`src/rtl/bcd_to_bin_seq.sv`:
```
// Six-digit BCD to 20-bit binary converter using reverse double-dabble, one step per clock.
// Latency: 20 clocks from the accepting start edge to done; an invalid digit reports on the next cycle.
// Backpressure: none; start is ignored while busy, so the caller must wait for done before the next start.
module bcd_to_bin_seq (
   input  logic        clk,
   input  logic        reset,
   input  logic        start,
   input  logic [3:0]  bcd_digit_0,
   input  logic [3:0]  bcd_digit_1,
   input  logic [3:0]  bcd_digit_2,
   input  logic [3:0]  bcd_digit_3,
   input  logic [3:0]  bcd_digit_4,
   input  logic [3:0]  bcd_digit_5,
   output logic [19:0] bin_number,
   output logic        busy,
   output logic        done,
   output logic        err
);

   typedef enum logic {S_IDLE, S_CONVERT} state_t;

   state_t      state_q, state_d;
   logic [23:0] bcd_work_q, bcd_work_d;
   logic [19:0] bin_work_q, bin_work_d;
   logic [4:0]  iter_q, iter_d;
   logic [19:0] bin_number_q, bin_number_d;
   logic        busy_q, busy_d;
   logic        done_q, done_d;
   logic        err_q, err_d;

   logic [43:0] shifted;
   logic [23:0] bcd_corr;
   logic        digit_bad;

   // One reverse double-dabble step: shift the whole pair right, then pull each BCD nibble back by 3 if >= 8.
   always_comb begin
      shifted  = {bcd_work_q, bin_work_q} >> 1;
      bcd_corr = shifted[43:20];
      for (int i = 0; i < 6; i++) begin
         if (shifted[20 + 4*i + 3]) begin
            bcd_corr[4*i +: 4] = shifted[20 + 4*i +: 4] - 4'd3;
         end
      end
   end

   // Any captured nibble above 9 rejects the whole request.
   always_comb begin
      digit_bad = (bcd_digit_0 > 4'd9) || (bcd_digit_1 > 4'd9) || (bcd_digit_2 > 4'd9) ||
                  (bcd_digit_3 > 4'd9) || (bcd_digit_4 > 4'd9) || (bcd_digit_5 > 4'd9);
   end

   // Next-state and output logic; done is a pulse, everything else holds by default.
   always_comb begin
      state_d      = state_q;
      bcd_work_d   = bcd_work_q;
      bin_work_d   = bin_work_q;
      iter_d       = iter_q;
      bin_number_d = bin_number_q;
      busy_d       = busy_q;
      done_d       = 1'b0;
      err_d        = err_q;
      case (state_q)
         S_IDLE: begin
            if (start) begin
               if (digit_bad) begin
                  bin_number_d = 20'd0;
                  err_d        = 1'b1;
                  done_d       = 1'b1;
               end else begin
                  bcd_work_d = {bcd_digit_5, bcd_digit_4, bcd_digit_3,
                                bcd_digit_2, bcd_digit_1, bcd_digit_0};
                  bin_work_d = 20'd0;
                  iter_d     = 5'd0;
                  busy_d     = 1'b1;
                  state_d    = S_CONVERT;
               end
            end
         end
         S_CONVERT: begin
            bcd_work_d = bcd_corr;
            bin_work_d = shifted[19:0];
            iter_d     = iter_q + 5'd1;
            if (iter_q == 5'd19) begin
               bin_number_d = shifted[19:0];
               err_d        = 1'b0;
               done_d       = 1'b1;
               busy_d       = 1'b0;
               state_d      = S_IDLE;
            end
         end
         default: begin
            state_d = S_IDLE;
            busy_d  = 1'b0;
         end
      endcase
   end

   // State and result registers; reset clears everything including the last result.
   always_ff @(posedge clk or posedge reset) begin
      if (reset) begin
         state_q      <= S_IDLE;
         bcd_work_q   <= 24'd0;
         bin_work_q   <= 20'd0;
         iter_q       <= 5'd0;
         bin_number_q <= 20'd0;
         busy_q       <= 1'b0;
         done_q       <= 1'b0;
         err_q        <= 1'b0;
      end else begin
         state_q      <= state_d;
         bcd_work_q   <= bcd_work_d;
         bin_work_q   <= bin_work_d;
         iter_q       <= iter_d;
         bin_number_q <= bin_number_d;
         busy_q       <= busy_d;
         done_q       <= done_d;
         err_q        <= err_d;
      end
   end

   assign bin_number = bin_number_q;
   assign busy       = busy_q;
   assign done       = done_q;
   assign err        = err_q;

endmodule

```
`config.mk`:
```
export PLATFORM = sky130hd
export DESIGN_NAME = bcd_to_bin_seq
export DESIGN_NICKNAME = d
export VERILOG_FILES = /design/src/rtl/bcd_to_bin_seq.sv
export SDC_FILE = /design/constraint.sdc
export NUM_CORES = 1
export LEC_CHECK = 0
export BUFFER_PORTS_ARGS = -buffer_cell sky130_fd_sc_hd__buf_2
export CAP_MARGIN = 20
export CORE_UTILIZATION = 45
export DETAILED_ROUTE_END_ITERATION = 7
export PLACE_DENSITY = 0.69
export SYNTH_ARGS = -nofsm -noshare
export SYNTH_HDL_FRONTEND = slang
export SYNTH_SLANG_ARGS = --single-unit
```
`constraint.sdc`:
```
create_clock -name clk -period 2.41 [get_ports clk]
set_input_delay 0.3615 -clock clk [delete_from_list [all_inputs] [get_ports clk]]
set_output_delay 0.3615 -clock clk [all_outputs]
set_load 0.02 [all_outputs]
```
==> impl_metrics.csv <==
group,metric,value,unit
status,status,"complete, no violations",
cells_and_area,antenna_cells,0,
clocking,post_cts.repair.setup_buffers,0,
routing,drt-total-wl,6.48,mm
pwr,combPwrFrac,29.0,%
timing,finalSetupViolCount,0,
place,hpwl,4.17,mm
timing,finalHoldViolCount,0,
pwr,internal_power,2.89,mW
pwr,peakVddDrop,0.363,mV
worst_setup_path,crit_type,"reg -> reg",
pwr,p_leak,1.81,nW
place,place_area,0.00354,mm²
flow_run,maxCapViolCount,0,
synth,synth_top_area_share,56.5,%
cells_and_area,final_cell_area,0.00379,mm²
timing,relSlewSlack,48.8,%
clocking,path_clk_slew,0.08,ns
clocking,cts_resized,0,
clocking,root_buffer,"clkbuf_8",
clocking,tritoncts,"built",
place,place_congestion,0.740,
clocking,clock_latency,0.35,ns
cells_and_area,drive_gt1_share,23.5,%
synth,synth_area,0.00319,mm²
pwr,power_density,1140,mW/mm²
worst_setup_path,arrival,2.11,ns
place,numPlacedInstances,421,
synth,syn_inst,285,
pwr,p_switching,1.43,mW
synth,yosys-top-cells-area,"dfrtp_1 57%, a221o_1 6.9%, a22o_1 5.8%",
cells_and_area,nNetsFinal,369,
global_routing,grt-ovfl-total,0,
floorplan,core-area,0.00683,mm²
clocking,holdBufCountCts,0,
floorplan,rows,30,
global_routing,grt_pass1_wl,11.2,mm
synth,synth.distinct_cells,33,
place,port_buffers,49,
synth,synth_warnings,0,
floorplan,dieArea,0.00743,mm²
synth,syn_area_per_cell,11.2,µm²
routing,dr_total_vias,2364,
timing,worst_slew_pin_slew,0.768,ns
synth,yosys.area.top_type,"dfrtp_1",
global_routing,grt_pass1_vias,2272,
routing,drt-vias-per-instance,5.41,
timing,fin_skew,0.0143,ns
routing,dr.pass1.iters,5,
routing,wl_per_cell,14.8,µm
global_routing,grt_max_degree,48,
cells_and_area,area_delta_synth_final,18.9,%
timing,drv_slew,0,
hold_path,min_path_type,"in -> async",
synth,yosysSeqAreaShare,56.5,%
clocking,cts_buffers,9,
floorplan,start_util,46.7,%
worst_setup_path,worstPathMaxFanout,23,
clocking,cts_buffer_depth,2,
synth,ys_ff_latch,72,
timing,period_share,78.5,%
floorplan,die_height,86.2,µm
global_routing,antenna_found_initial,0,
cells_and_area,finish.utilization,55.5,%
routing,first_iter_violations,153,
routing,ant_nets,0,
timing,period_minus_slack,1.89,ns
floorplan,fp.dieW,86.2,µm
timing,max_freq,529,MHz
cells_and_area,multi_input_area,0.00129,mm²
timing,rsz0062_at_grt,"false",
worst_setup_path,reg2regPathDepth,5,
worst_setup_path,start_kind,"register",
pwr,p_seq_share,43.6,%
cells_and_area,ff_latch_area,0.00180,mm²
cells_and_area,nFillCells,616,
floorplan,io_pins,50,
worst_setup_path,required,2.63,ns
pwr,power_frac_clock,27.4,%
worst_setup_path,worst_setup_path_end_kind,"register",
global_routing,grt_util_all_layers,19.6,%
routing,route.detailed.drc,0,
clocking,htreeDepth,3,
cells_and_area,final_cells,437,
pwr,sw_frac_of_total,33.0,%
synth,synthesis.nets,318,
clocking,cts.sinks,72,
timing,fin_tns_setup,0,ns
## synthesized netlist by cell type
master,count
a21boi_0,1
o211ai_1,1
nor2_2,1
xnor2_1,5
nand4_1,3
buf_6,1
nor2b_1,5
nor4b_1,1
a21oi_1,6
and2_1,12
a21o_1,1
a221o_1,22
o21a_1,1
o21ai_0,29
nand2_2,1
mux2i_1,6
nand2b_1,6
nor2_1,7
buf_2,11
a222oi_1,1
a31oi_4,1
or3_1,1
dfrtp_1,72
ha_1,6
inv_1,3
and4_1,1
or4b_1,1
xor2_1,5
nand3b_1,1
mux2_2,1
nand2_1,45
clkbuf_1,6
a22o_1,21
## area by class of cell
| class | count | area share, % |
|---|---|---|
| tap | 96 | 3.17 |
| timing repair buffer | 58 | 8.25 |
| clock inverter | 6 | 3.04 |
| inverter | 3 | 0.297 |
| multi-input combinational | 192 | 34.1 |
| sequential | 72 | 47.5 |
| clock buffer | 10 | 3.63 |
## metal layers
layer  part of all wire, %  track usage (%)  vias up
met4                   1.3             9.09        0
met3                   5.0             4.48        9
met2                    46             29.2       71
met1                    48             27.4     1155
li1                      -                -     1129
met5                     0                0        -
## flip-flops by register name, indices dropped and copies added (netlist names)
name,count
state_q,1
err,1
iter_q,5
busy,1
bcd_work_q,24
bin_work_q,19
done,1
bin_number,20
## power groups by stage
| stage | clock [mW] | combinational [mW] | sequential [mW] |
|---|---|---|---|
| after floorplan | 0 | 0.956 | 1.87 |
| after global placement | 0 | 1.23 | 1.90 |
| after detailed placement | 0 | 1.26 | 1.90 |
| after CTS | 1.21 | 1.27 | 1.88 |
| after global routing | 1.26 | 1.42 | 1.93 |
| final | 1.19 | 1.25 | 1.89 |
## through the flow
step / hold slack, ns / setup WS, ns / total power [mW]
floorplan: 0.451 / 0.224 / 2.83
global placement: 0.419 / 0.520 / 3.13
detailed placement: 0.422 / 0.478 / 3.16
CTS: 0.0344 / 0.475 / 4.36
global route: 0.0532 / 0.343 / 4.61
finish: 0.0257 / 0.518 / 4.32
## layout by cell type, fill, tap and decap left out, types with 2 or more instances in the layout
cell type | synthesis | routed
xnor2_1 | 5 | 5
a21oi_1 | 6 | 6
o21ai_0 | 29 | 29
nor2_1 | 7 | 7
bufinv_16 | 0 | 3
a22o_1 | 21 | 21
xor2_1 | 5 | 5
nor2b_1 | 5 | 5
inv_1 | 3 | 2
nand2b_1 | 6 | 6
buf_4 | 0 | 9
nand2_1 | 45 | 45
buf_2 | 11 | 49
a221o_1 | 22 | 22
mux2i_1 | 6 | 6
clkbuf_8 | 0 | 10
nand4_1 | 3 | 3
and2_1 | 12 | 12
ha_1 | 6 | 6
dfrtp_1 | 72 | 72
## kinds of logic (layout without fill, tap and decap cells)
group	Yosys count	after routing	synth area share, %
and+or+nand+nor	85	85	12.9
DFF	72	72	56.5
adders and majority gates	6	6	2.35
AOI/OAI and AO/OA	84	84	20.1
muxes	7	7	2.24
buffers and inverters	21	77	3.14
xor gates and xnor gates	10	10	2.75
## path summary, 6_finish.rpt
path / from / endpoint / slack (ns)
max in group asynchronous: reset / bin_number[12] / 1.60
setup / recovery: iter_q[0] / bin_number[0] / 0.52
hold / removal: reset / bcd_work_q[7] / 0.03
hold reg to reg: err / err / 0.48
min in group clk: bcd_digit_3[0] / bcd_work_q[12] / 0.24
setup reg to reg: iter_q[0] / bin_number[0] / 0.52
## worst max-delay path, cell delays in order (launching register included)
cell     delay, ns
dfrtp_1       0.38
ha_1          0.19
nand2_2       0.08
or4b_1        0.85
nand2_1       0.20
o21ai_0       0.08
(Power assumes the default switching activity.)
